==> src/rtl/ibex_rf_write_sched.sv <==
// Register-file write-port scheduler: sweeps registers 1..NUM_WORDS-1 to WordZeroVal after
// reset or scrub, then round-robins two writeback requesters onto the single registered write port.
module ibex_rf_write_sched #(
  parameter bit                   RV32E       = 1'b0,
  parameter int unsigned          DataWidth   = 32,
  parameter logic [DataWidth-1:0] WordZeroVal = '0
) (
  input  logic                      clk_i,
  input  logic                      rst_i,
  input  logic                      scrub_req_i,
  input  logic [1:0]                req_valid_i,
  output logic [1:0]                req_ready_o,
  input  logic [1:0][4:0]           req_waddr_i,
  input  logic [1:0][DataWidth-1:0] req_wdata_i,
  output logic                      rf_we_o,
  output logic [4:0]                rf_waddr_o,
  output logic [DataWidth-1:0]      rf_wdata_o,
  output logic                      init_done_o,
  output logic                      illegal_addr_o
);

  localparam logic [4:0] LastAddr = RV32E ? 5'd15 : 5'd31;
  localparam logic [0:0] StSweep  = 1'b0;
  localparam logic [0:0] StRun    = 1'b1;

  logic [0:0]           state_q, state_d;
  logic [4:0]           cnt_q, cnt_d;
  logic                 lg_q, lg_d;
  logic                 we_q, we_d;
  logic [4:0]           waddr_q, waddr_d;
  logic [DataWidth-1:0] wdata_q, wdata_d;
  logic                 done_q, done_d;
  logic                 ill_q, ill_d;

  logic       gnt_vld;
  logic       gnt_idx;
  logic       serve;
  logic [4:0] sweep_addr;
  logic [4:0] gnt_addr;
  logic       oob;

  // When both requesters are valid the one not granted last time wins.
  always_comb begin
    gnt_vld = 1'b0;
    gnt_idx = 1'b0;
    case (req_valid_i)
      2'b01:   begin gnt_vld = 1'b1; gnt_idx = 1'b0;   end
      2'b10:   begin gnt_vld = 1'b1; gnt_idx = 1'b1;   end
      2'b11:   begin gnt_vld = 1'b1; gnt_idx = ~lg_q;  end
      default: begin gnt_vld = 1'b0; gnt_idx = 1'b0;   end
    endcase
  end

  assign serve       = (state_q == StRun) && !scrub_req_i;
  assign req_ready_o = (serve && gnt_vld) ? (2'b01 << gnt_idx) : 2'b00;
  assign gnt_addr    = req_waddr_i[gnt_idx];
  assign oob         = RV32E && gnt_addr[4];
  assign sweep_addr  = scrub_req_i ? 5'd1 : cnt_q;

  always_comb begin
    state_d = state_q;
    cnt_d   = cnt_q;
    lg_d    = lg_q;
    we_d    = 1'b0;
    waddr_d = waddr_q;
    wdata_d = wdata_q;
    done_d  = done_q;
    ill_d   = 1'b0;
    case (state_q)
      StSweep: begin
        we_d    = 1'b1;
        waddr_d = sweep_addr;
        wdata_d = WordZeroVal;
        cnt_d   = sweep_addr + 5'd1;
        if (sweep_addr == LastAddr) begin
          state_d = StRun;
          done_d  = 1'b1;
        end
      end
      default: begin
        if (scrub_req_i) begin
          state_d = StSweep;
          cnt_d   = 5'd1;
          done_d  = 1'b0;
        end else if (gnt_vld) begin
          // Dropped writes (x0, out of range) still update the address/data registers.
          lg_d    = gnt_idx;
          waddr_d = gnt_addr;
          wdata_d = req_wdata_i[gnt_idx];
          we_d    = (gnt_addr != 5'd0) && !oob;
          ill_d   = oob;
        end
      end
    endcase
  end

  always_ff @(posedge clk_i) begin
    if (rst_i) begin
      state_q <= StSweep;
      cnt_q   <= 5'd1;
      lg_q    <= 1'b1;
      we_q    <= 1'b0;
      waddr_q <= 5'd0;
      wdata_q <= WordZeroVal;
      done_q  <= 1'b0;
      ill_q   <= 1'b0;
    end else begin
      state_q <= state_d;
      cnt_q   <= cnt_d;
      lg_q    <= lg_d;
      we_q    <= we_d;
      waddr_q <= waddr_d;
      wdata_q <= wdata_d;
      done_q  <= done_d;
      ill_q   <= ill_d;
    end
  end

  assign rf_we_o        = we_q;
  assign rf_waddr_o     = waddr_q;
  assign rf_wdata_o     = wdata_q;
  assign init_done_o    = done_q;
  assign illegal_addr_o = ill_q;

endmodule
==> config.mk <==
export PLATFORM = sky130hd
export DESIGN_NAME = ibex_rf_write_sched
export DESIGN_NICKNAME = d
export VERILOG_FILES = /design/src/rtl/ibex_rf_write_sched.sv
export SDC_FILE = /design/constraint.sdc
export NUM_CORES = 1
export LEC_CHECK = 0
export CAP_MARGIN = 40
export CORE_MARGIN = 2
export CORE_UTILIZATION = 38
export CTS_CLUSTER_SIZE = 24
export DETAILED_ROUTE_END_ITERATION = 10
export GPL_TIMING_DRIVEN = 0
export PLACE_DENSITY = 0.8
export SLEW_MARGIN = 20
export SYNTH_ARGS = -nofsm -noshare
export SYNTH_HDL_FRONTEND = slang
export SYNTH_SLANG_ARGS = --single-unit
==> constraint.sdc <==
create_clock -name clk_i -period 1.6 [get_ports clk_i]
set_input_delay 0.16 -clock clk_i [delete_from_list [all_inputs] [get_ports clk_i]]
set_output_delay 0.16 -clock clk_i [all_outputs]
set_load 0.02 [all_outputs]
# After elaboration in Yosys (flattened, before gate mapping)
# Index checks and enable logic that the tools add are counted.
# Widths: inputs -> output; s select.
dict set report totals {
  ff_bits 46
  inputBits 79
  out_inout_bits 42
  elab_cells 52
}
dict set report op_classes {
  bitwise_logic 3
  muxes 21
  shifts 1
  n_eq_ne 7
  magnitude_cmp 1
  reduce_logical 11
  add_sub_neg 1
}
# cell n
set op_table {}
lappend op_table {{$mux 32} 2}
lappend op_table {{$mux 5} 7}
lappend op_table {{$mux 1} 10}
lappend op_table {{$reduce_and 2->1} 3}
lappend op_table {{$add 5x1->5 const B} 1}
lappend op_table {{$eq 5x5->1 const B} 1}
lappend op_table {{$reduce_bool 5->1} 1}
lappend op_table {{$eq 2x2->1 const B} 2}
lappend op_table {{$ne 2x2->1 const B} 2}
lappend op_table {{$not 1->1} 3}
lappend op_table {{$reduce_and 3->1} 1}
lappend op_table {{$reduce_or 3->1} 1}
lappend op_table {{$eq 2x1->1 const B} 1}
lappend op_table {{$logic_and 1x1->1} 2}
lappend op_table {{$lt 1x2->1 const B} 1}
lappend op_table {{$mux 2} 1}
lappend op_table {{$ne 2x1->1 const B} 1}
lappend op_table {{$pmux 1 s2} 1}
lappend op_table {{$reduce_bool 2->1} 1}
lappend op_table {{$reduce_or 2->1} 1}
lappend op_table {{$shl 1x1->2 const A} 1}
lappend op_table {{$logic_not 1->1} 1}

# Depth between registers and ports, before layout
# Gate-level depths: netlist of run 1.
dict set report logic_depth {
  depth_word 8
  mapped_depth 7
  depth_no_buf 6
}

# Worst setup path after synthesis of run 1
# No wires, ideal clock.
dict set report synth_path {
  path_kind {input-to-reg}
  startpoint {input scrub_req_i}
  endpoint {register cnt_q[4]}
  path_buffers 1
  stages 7
  required_time_ps 1472
  slack_ps 151
  arrival_time_ps 1322
  setup_ps 128
  cell_sequence {buf_2 -> or2_1 -> ha_1 -> and3_1 -> ha_1 -> mux2i_1 -> nor2_1}
}
dict set report synth_via {
  elab_chain_len 3
}
# element line
set synth_rtl {}
lappend synth_rtl {{start, declared} 10} ;# input logic scrub_req_i,
lappend synth_rtl {{$mux 5 *} n/a}
lappend synth_rtl {{$add 5x1->5} 74} ;# cnt_d = sweep_addr + 5'd1;
lappend synth_rtl {{$mux 5 *} 69} ;# case (state_q)
lappend synth_rtl {{end signal, assigned} 109} ;# cnt_q <= cnt_d;
lappend synth_rtl {{end, declared} 27} ;# logic [4:0] cnt_q, cnt_d;
# Mark *: on every way between the ends. The rest lies on a longest branch, timed or not.
# A chain may end at the register's enable or synchronous reset.

# Worst setup path in the final report of run 1
dict set report layout_path {
  startpoint {register cnt_q[0]}
  endpoint {register cnt_q[4]}
}
dict set report layout_via {
  elab_chain_len 3
}
# element line
set layout_rtl {}
lappend layout_rtl {{$mux 5} n/a}
lappend layout_rtl {{$add 5x1->5} 74}
lappend layout_rtl {{$mux 5} 69}
# No other way between the ends.

==> flow_summary.toml, run 1 <==
[critical_path]
cp_cell_sequence = "or2_4 -> ha_1 -> and3_1 -> ha_1 -> mux2i_1 -> nor2_1"
worst_setup_path_end_kind = "flip-flop"
slowest_stage = "dfxtp_1"
crit_fanout = 3
worstPathArrival_ns = 1.67
cp.required_ns = 1.77
critPathKind = "reg -> reg"
slowest_delay_ns = 0.33
crit_family = "adder cells"
critPathBufInv = 0
cpMostUsedCell = "ha_1"
start_kind = "flip-flop"

[power]
p_leak_uw = 0.00133
vdd_drop_max_uv = 346
power_per_cell_area_nw_per_um2 = 676

[clock_tree]
clk_pin_slew_ns = 0.08
cts_hold_buf = 0
numCtsBuffers = 5
ctsLongestPathBuffers = 2
worstSkewPairLatency_ns = 0.29
cts_tree = "built"
clock_sinks = 46
htreeDepth = 2
root_buffer = "clkbuf_8"

[sta]
layout_setup_ws_ns = 0.0980
finClkSkew_ns = 0.00653
hold_viol = 0
finalCritPeriodShare_pct = 93.9
slew_violations = 0
finalSetupViolations = 0
min_period_ns = 1.50
rsz0062_at_grt = "no"
whs_ns = 0.178
fmax_mhz = 666
tns_ns = 0

[synth]
avgSynthCellArea_sq_um = 9.40
synth_edf_count = 0
syn-cell-area_sq_um = 2100
synth_largest_area_cell = "dfxtp_1"
synth.top_cell.area_share_pct = 43.9
synth_nets = 304
synthCells = 223
ys_warn_count = 0
yosysSeqAreaShare_pct = 43.9
synth_flop_cell = "dfxtp_1"
synth_seq_cells = 46
yosys-top-cells-area = "dfxtp_1, mux2i_1, a21oi_1, o21ai_1, buf_2"
synth-async-reset-ratio_pct = 0
yosysUniqueCellTypes = 36

[global_route]
globalRouteOverflowTotal = 0
antenna_found_initial = 0
grt_first_pass_wirelength_microns = 9920
grt_usage_pct = 20.3
first_global_vias = 2152
grt_max_degree = 14

[floorplanning]
core-area_sq_um = 5410
die_w_microns = 78.3
initial_core_util_pct = 38.8
ios = 121
num_rows = 27
die-area_sq_um = 6130
die_h_microns = 78.3

[placement]
place_inst = 413
gp_congestion = 0.843
dp_hpwl_microns = 4420
postPlaceCellArea_sq_um = 3370
dp_slack_ns = -0.577
place.port_buffers = 118

[routing]
dr.first_iter.drc_count = 59
postRouteWirelength_microns = 5940
drc_errors = 0
ant_nets = 0
num_vias = 2133
wire_per_inst_microns = 14.0
first_pass_iters = 4
vias_per_cell = 5.02

[hold_path]
hold_class = "in -> reg"

[layout]
fin_nets = 433
final_cells = 425
synthToLayoutAreaGrowth_pct = 68.5
final_cell_mix = "clkdlybuf4s50_1, dfxtp_1, mux2i_1, a21oi_1, o21ai_1"
final_cell_area_sq_um = 3530
final_common_cell = "clkdlybuf4s50_1"
layout-drive-gt1-share_pct = 8.78
diodes = 0

[status]
status = "finished clean"

[run]
cap_violations = 0
[logic make-up after synthesis]
kind of cell / Yosys count / share of synthesized area, %
AOI/OAI and AO/OA: 83 / 22.2
xor gates and xnor gates: 2 / 0.836
adders and majority gates: 2 / 1.19
buffers and inverters: 21 / 5.25
DFF: 46 / 43.9
muxes: 39 / 18.6
other: 1 / 0.179
and+or+nand+nor: 29 / 7.76
[cells in the mapped netlist, types with 3 or more instances]
cell and n:
dfxtp_1 46, mux2i_1 39, a21oi_1 35, o21ai_1 28
buf_2 10, nor2_1 7, buf_4 5, clkbuf_1 5
nor2b_1 5, o22ai_1 5, a32oi_1 4, o21ai_0 4
nand2_1 3, nor3_1 3
[worst paths after layout]
kind	cells after the start	to	startpoint	slack, ns
setup / recovery	6	cnt_q[4]$_SDFF_PP0_	cnt_q[0]$_SDFF_PP1_	0.1
hold / removal	2	lg_q$_SDFFE_PP1P_	rst_i	0.18
setup reg to reg	6	cnt_q[4]$_SDFF_PP0_	cnt_q[0]$_SDFF_PP1_	0.1
hold reg to reg	2	init_done_o$_SDFFE_PP0P_	init_done_o$_SDFFE_PP0P_	0.47
[final cells by class]
type                            count  area (sq um)
Buffer                             20           129
Clock buffer                        8           110
Fill cell                         496          1870
Inverter                            1          3.75
Multi-Input combinational cell    156          1070
Sequential cell                    46           921
Tap cell                           72          90.1
Timing Repair Buffer              122          1200
[flip-flops by register name (all words and copies together) (netlist names)]
name	count
rf_wdata_o	32
cnt_q	5
rf_waddr_o	5
init_done_o	1
lg_q	1
rf_we_o	1
state_q	1
[per-stage QoR]
stage	util (%)	total power, uW
3_5_place_dp	62.3	1590
4_1_cts	65.3	2410
2_1_floorplan	-	1350
6_report	65.3	2390
5_1_grt	65.3	2510
3_3_place_gp	62.3	1590
[timing repair]
action | in CTS | in global routing
endpoints found under the setup margin | 3 | 2
setup buffers | 3 | 1
gates resized for setup | 17 | 2
pin swaps | 0 | 0
cloned | 0 | 0
[per-layer routing]
metal / vias up / track usage (%) / share of wire (%)
met5: - / 0 / 0
met4: 0 / 6.49 / 0.96
met3: 6 / 6.09 / 5.8
met2: 70 / 35.5 / 52
met1: 988 / 23.9 / 41
li1: 1069 / - / -
[where the power goes]
group,switching [uW],leakage (uW),total [uW],internal (uW)
sequential,6.62,0.000372,1160,1150
clock,374,0.0000575,810,436
combinational,154,0.000905,416,262
total,534,0.00133,2390,1850
Note: power is estimated with default switching activity, not from simulation.
==> inputs of run 2 (changes only) <==
TNS_END_PERCENT = 100   (was unset)
clock period = 1.5 ns   (was 1.6 ns; I/O delays follow)
==> run 2 against run 1 <==
The flow now finishes with violations (setup timing). Clock skew decreased by 0.0025 ns. Utilization increased by 0.72 points. Hold slack got worse by 0.018 ns. Critical path type unchanged. Critical path depth unchanged. Clock power increased by 7.9%. Clock-buffer cell count unchanged. Design area increased by 1.1%. First-iteration DRC count increased by 24%. Setup slack got worse by 0.10 ns. Final cell count increased by 0.24%. Sequential share of layout area decreased by 0.21 points.
==> flow_summary.toml, run 2 (synthesis gave the netlist of run 1 again) <==
[power]
swShare_pct = 22.7
p_total_uw = 2570
p_leak_uw = 0.00135
power_per_cell_area_nw_per_um2 = 719
intPower_uw = 1980
power_frac_clock_pct = 34.0
vdd_drop_max_uv = 370
power_frac_comb_pct = 17.7
switching_power_uw = 583
pwr-share-seq_pct = 48.3

[critical_path]
worst_setup_path_end_kind = "flip-flop"
cp.required_ns = 1.68
worstPathArrival_ns = 1.68
start_kind = "flip-flop"
cp_cell_sequence = "or2_4 -> ha_4 -> and3_1 -> ha_1 -> mux2i_1 -> nor2_1"
critPathKind = "reg -> reg"
slowest_stage = "dfxtp_2"
crit_fanout = 3
slowest_delay_ns = 0.33

[status]
status = "finished with violations"
violations = "setup timing"

[sta]
hold_viol = 0
min_period_ns = 1.50
rsz0062_at_grt = "yes"
finalSetupViolations = 1
layout_setup_ws_ns = -0.00309
fmax_mhz = 665
finClkSkew_ns = 0.00399
whs_ns = 0.160
finalCritPeriodShare_pct = 100
slew_violations = 0

[clock_tree]
clock_sinks = 46
ctsLongestPathBuffers = 2
cts_tree = "built"
htreeDepth = 2
root_buffer = "clkbuf_8"
numCtsBuffers = 5
worstSkewPairLatency_ns = 0.30
clk_pin_slew_ns = 0.08

[routing]
met1_length_microns = 2430
vias_per_cell = 5.03
highest_layer = "met4"
wire_per_inst_microns = 14.0
ant_nets = 0
drc_errors = 0
met2WireLength_microns = 3110
first_pass_iters = 4
dr.first_iter.drc_count = 73
num_vias = 2142
dr_wl_met3_microns = 337
postRouteWirelength_microns = 5980

[layout]
nFillCells = 491
final_cell_mix = "clkdlybuf4s50_1, dfxtp_1, mux2i_1, a21oi_1, o21ai_1"
synthToLayoutAreaGrowth_pct = 70.4
diodes = 0
layout-drive-gt1-share_pct = 10.7
largest_register_ffs = 32
final_cell_area_sq_um = 3570
fin_nets = 434
final_common_cell = "clkdlybuf4s50_1"

[global_route]
globalRouteOverflowTotal = 0
grt_usage_pct = 20.5
grt_first_pass_wirelength_microns = 9990
first_global_vias = 2165
antenna_found_initial = 0
grt_max_degree = 14

[floorplanning]
die-area_sq_um = 6130
initial_core_util_pct = 38.8
ios = 121
num_rows = 27
die_w_microns = 78.3
die_h_microns = 78.3
core-area_sq_um = 5410

[placement]
dp_slack_ns = -0.657
place.port_buffers = 118
gp_congestion = 0.843
dp_hpwl_microns = 4420
postPlaceCellArea_sq_um = 3370

[hold_path]
hold_class = "in -> reg"

[run]
cap_violations = 0
==> run 2: critical path, delay by kind of cell (launching register included) <==
| kind | cells | cell delay, ns |
|---|---|---|
| simple gates | 3 | 0.46 |
| fa+ha+maj | 2 | 0.45 |
| flops | 1 | 0.33 |
| mux | 1 | 0.14 |
==> run 2: area by class of cell <==
cell class / count / area [sq um] / area share (%)
multi-input cells: 156 / 1100 / 30.8
plain buffers: 20 / 138 / 3.85
repair buffers: 123 / 1210 / 33.8
clock buffers: 8 / 110 / 3.08
inverters: 1 / 3.75 / 0.105
flip-flops and latches: 46 / 923 / 25.9
well taps: 72 / 90.1 / 2.52
==> run 2: metrics by stage <==
stage | setup TNS (ns) | instances | utilization [%]
final | -0.00309 | 426 | 66.1
after floorplan | 0 | 223 | -
after global routing | -0.0757 | 426 | 66.1
after global placement | -9.61 | 413 | 62.3
after detailed placement | -10.14 | 413 | 62.3
after CTS | 0 | 425 | 65.2
==> run 2: repair_timing <==
| action | CTS | global route |
|---|---|---|
| gates resized for setup | 20 | 13 |
| hold endpoints to repair | 0 | 0 |
| setup buffers | 4 | 1 |
| hold buffers | 0 | 0 |
| setup endpoints to repair | 5 | 22 |
==> run 2: path summary, 6_finish.rpt <==
| path | depth (start not counted) | startpoint | endpoint | slack (ns) |
|---|---|---|---|---|
| setup / recovery | 6 | cnt_q[0]$_SDFF_PP1_ | cnt_q[4]$_SDFF_PP0_ | -0.003 |
| hold / removal | 2 | rst_i | lg_q$_SDFFE_PP1P_ | 0.16 |
| setup reg to reg | 6 | cnt_q[0]$_SDFF_PP1_ | cnt_q[4]$_SDFF_PP0_ | -0.003 |
| hold reg to reg | 2 | init_done_o$_SDFFE_PP0P_ | init_done_o$_SDFFE_PP0P_ | 0.48 |
==> run 2: layer usage <==
layer,up-vias,track usage (%)
li1,1071,-
met1,996,23.9
met2,65,35.9
met3,10,6.09
met4,0,6.84
met5,-,0
==> run 2: power groups by stage <==
stage	Combinational (uW)	Sequential [uW]	Clock, uW
after global routing	492	1240	958
after CTS	446	1240	886
after detailed placement	430	1270	0
final	454	1240	874
after floorplan	169	1270	0
after global placement	426	1270	0
==> inputs of run 3 (changes only) <==
ABC_AREA = 1   (was unset)
CORE_UTILIZATION = 60   (was 38)
DONT_BUFFER_PORTS = 1   (was unset)
PLACE_DENSITY = 0.76   (was 0.8)
SKIP_LAST_GASP = 1   (was unset)
==> run 3 against run 2 <==
The flow now finishes without violations. Synthesized area about the same. Critical path depth increased by 2. Global-route usage increased by 19 points. Fmax is 3.7% higher. Routed wire length rose by 29%. First-iteration DRC count rose to 4.5 times the previous value. Clock skew grew 0.0098 ns. Clock-buffer cell count fell by 1. Flip-flop and latch count is the same. Final cell count fell by 3.3%. Critical endpoint unchanged.
==> flow_summary.toml, run 3 <==
[status]
status = "finished clean"

[synth]
yosys.cell_count.top_type = "nand2_1"
synth-async-reset-ratio_pct = 0
syn-cell-area_sq_um = 2100
synth_nets = 369
synth_edf_count = 0
yosys-top-cells-area = "dfxtp_1, nand2_1, a31oi_1, o21ai_0, o21ai_1"
synth_flop_cell = "dfxtp_1"
avgSynthCellArea_sq_um = 7.28
synth_largest_area_cell = "dfxtp_1"
synth_seq_cells = 46
yosysUniqueCellTypes = 20
synth.top_cell.area_share_pct = 43.9
synthCells = 288
ys_warn_count = 0
netlist_top_cells_count = "nand2_1, dfxtp_1, a31oi_1"
yosysSeqAreaShare_pct = 43.9

[run]
cap_violations = 0

[layout]
final_cells = 412
layout-drive-gt1-share_pct = 11.8
final_util_pct = 88.5
fin_nets = 445
largest_register_ffs = 32
synthToLayoutAreaGrowth_pct = 40.9
final_common_cell = "nand2_1"
final_cell_mix = "nand2_1, dlygate4sd3_1, dfxtp_1, a31oi_1, o21ai_0"

[floorplanning]
die-area_sq_um = 3980
core-area_sq_um = 3340
initial_core_util_pct = 62.8
ios = 121
die_w_microns = 63.1
num_rows = 21
die_h_microns = 63.1

[placement]
dp_hpwl_microns = 3810
gp_congestion = 0.760
place_inst = 334
place.port_buffers = 0

[critical_path]
ff2ff_path_depth = 8
worst_setup_path_end_kind = "flip-flop"
r2r_slack_ns = 0.05
slowest_delay_ns = 0.33
cp.required_ns = 1.76
crit_fanout = 3
cpMostUsedCell = "inv_1"
critPathKind = "reg -> reg"
start_kind = "flip-flop"
cp_cell_sequence = "inv_1 -> nor2_2 -> ha_2 -> inv_1 -> nor3_2 -> ha_1 -> o21ai_1 -> a21oi_1"
worstPathArrival_ns = 1.71
slowest_stage = "dfxtp_1"
r2r_start = "cnt_q[1]$_SDFF_PP0_"
timing.rr.end = "cnt_q[4]$_SDFF_PP0_"

[clock_tree]
worstSkewPairLatency_ns = 0.37
numCtsBuffers = 5
ctsLongestPathBuffers = 2
root_buffer = "clkbuf_4"
clock_sinks = 46
htreeDepth = 2
cts_tree = "built"
clk_pin_slew_ns = 0.13

[global_route]
grt_first_pass_wirelength_microns = 12200
grt_max_degree = 14
first_global_vias = 2483
antenna_found_initial = 0
grt_usage_pct = 39.3
globalRouteOverflowTotal = 0

[routing]
vias_per_cell = 6.03
drc_errors = 0
wire_per_inst_microns = 18.8
dr.first_iter.drc_count = 325
num_vias = 2486
first_pass_iters = 5
ant_nets = 0
postRouteWirelength_microns = 7730

[hold_path]
min_path_cells = 3
hp-start = "scrub_req_i"
min_to = "rf_waddr_o[3]$_SDFFE_PP0P_"
hold_class = "in -> reg"

[sta]
finalCritPeriodShare_pct = 96.7
fmax_mhz = 690
rsz0062_at_grt = "yes"
slew_violations = 0
finalSetupViolations = 0
min_period_ns = 1.45
tns_ns = 0
finClkSkew_ns = 0.0138
hold_viol = 0

[power]
p_leak_uw = 0.00125
power_frac_clock_pct = 31.7
p_total_uw = 2380
pwr-share-seq_pct = 52.3
vdd_drop_max_uv = 695
swShare_pct = 25.2
power_frac_comb_pct = 16.0
power_per_cell_area_nw_per_um2 = 805
switching_power_uw = 600
intPower_uw = 1780
## run 3: cell count changes after synthesis, moves of 14 or more
cell     delta
a31oi_1    +33
mux2i_1    -39
a21oi_1    -24
nand3_1    +14
nand2_1    +87
o21ai_0    +16
## run 3: worst max path at each step
stage,startpoint,to,slack (ns),cells past startpoint
after floorplan,cnt_q[1]$_SDFF_PP0_,cnt_q[4]$_SDFF_PP0_,0.11,8
after global placement,cnt_q[1]$_SDFF_PP0_,cnt_q[4]$_SDFF_PP0_,-0.02,8
after detailed placement,cnt_q[1]$_SDFF_PP0_,cnt_q[4]$_SDFF_PP0_,-0.01,8
after CTS,scrub_req_i,cnt_q[4]$_SDFF_PP0_,0.04,9
after global routing,cnt_q[1]$_SDFF_PP0_,cnt_q[4]$_SDFF_PP0_,-0.08,8
final,cnt_q[1]$_SDFF_PP0_,cnt_q[4]$_SDFF_PP0_,0.05,8
## run 3: power by group through the flow
stage	registers (uW)	clock network [uW]	logic, uW
after global placement	1270	0	198
after CTS	1240	749	351
final	1250	753	381
after global routing	1250	809	408
after detailed placement	1270	0	201
after floorplan	1270	0	162
## run 3: kinds of logic after synthesis
kind of cell	after synthesis	synth area share, %
other	1	0.179
AND/OR/NAND/NOR	124	24.3
AO/OA/AOI/OAI	82	21.8
flip-flops	46	43.9
adder cells (fa/ha/maj)	2	1.19
buffers and inverters	33	8.65
## run 3: final cells by class
cell class	count	area (sq um)
Timing Repair Buffer	70	691
Sequential cell	46	921
Tap cell	46	57.6
Antenna cell	1	2.50
Clock inverter	1	30.0
Buffer	20	140
Multi-Input combinational cell	209	1020
Clock buffer	7	45.0
Fill cell	172	383
Inverter	12	47.5
## run 3: repair_timing
action,4_1_cts,5_1_grt
pin swaps,0,3
setup buffers,3,1
gates cloned,0,0
resized for setup,7,9
setup endpoints to repair,3,21
hold endpoints to repair,35,0
hold buffers,66,0
## run 3: metal layers
metal	track usage, %	up-vias	wire length (microns)
met5	0	-	0
met1	43.9	1168	2810
li1	-	1125	-
met2	67.8	166	3900
met3	13.8	27	792
met4	16.1	0	234
## run 3: stage by stage
step	hold WS, ns	instance area (sq um)	worst slack (ns)
global placement	0.313	2150	-0.0167
global route	0.0278	2950	-0.0850
CTS	0.0207	2930	0.0398
detailed placement	0.317	2150	-0.0139
finish	0.0464	2950	0.0501
floorplan	0.309	2100	0.109
## run 3: worst max-delay path: cells and delay by family (launching register included)
kind | cells | cell delay (ns)
compound gates | 2 | 0.17
fa+ha+maj | 2 | 0.45
buf+inv | 2 | 0.10
flops | 1 | 0.33
simple gates | 2 | 0.28
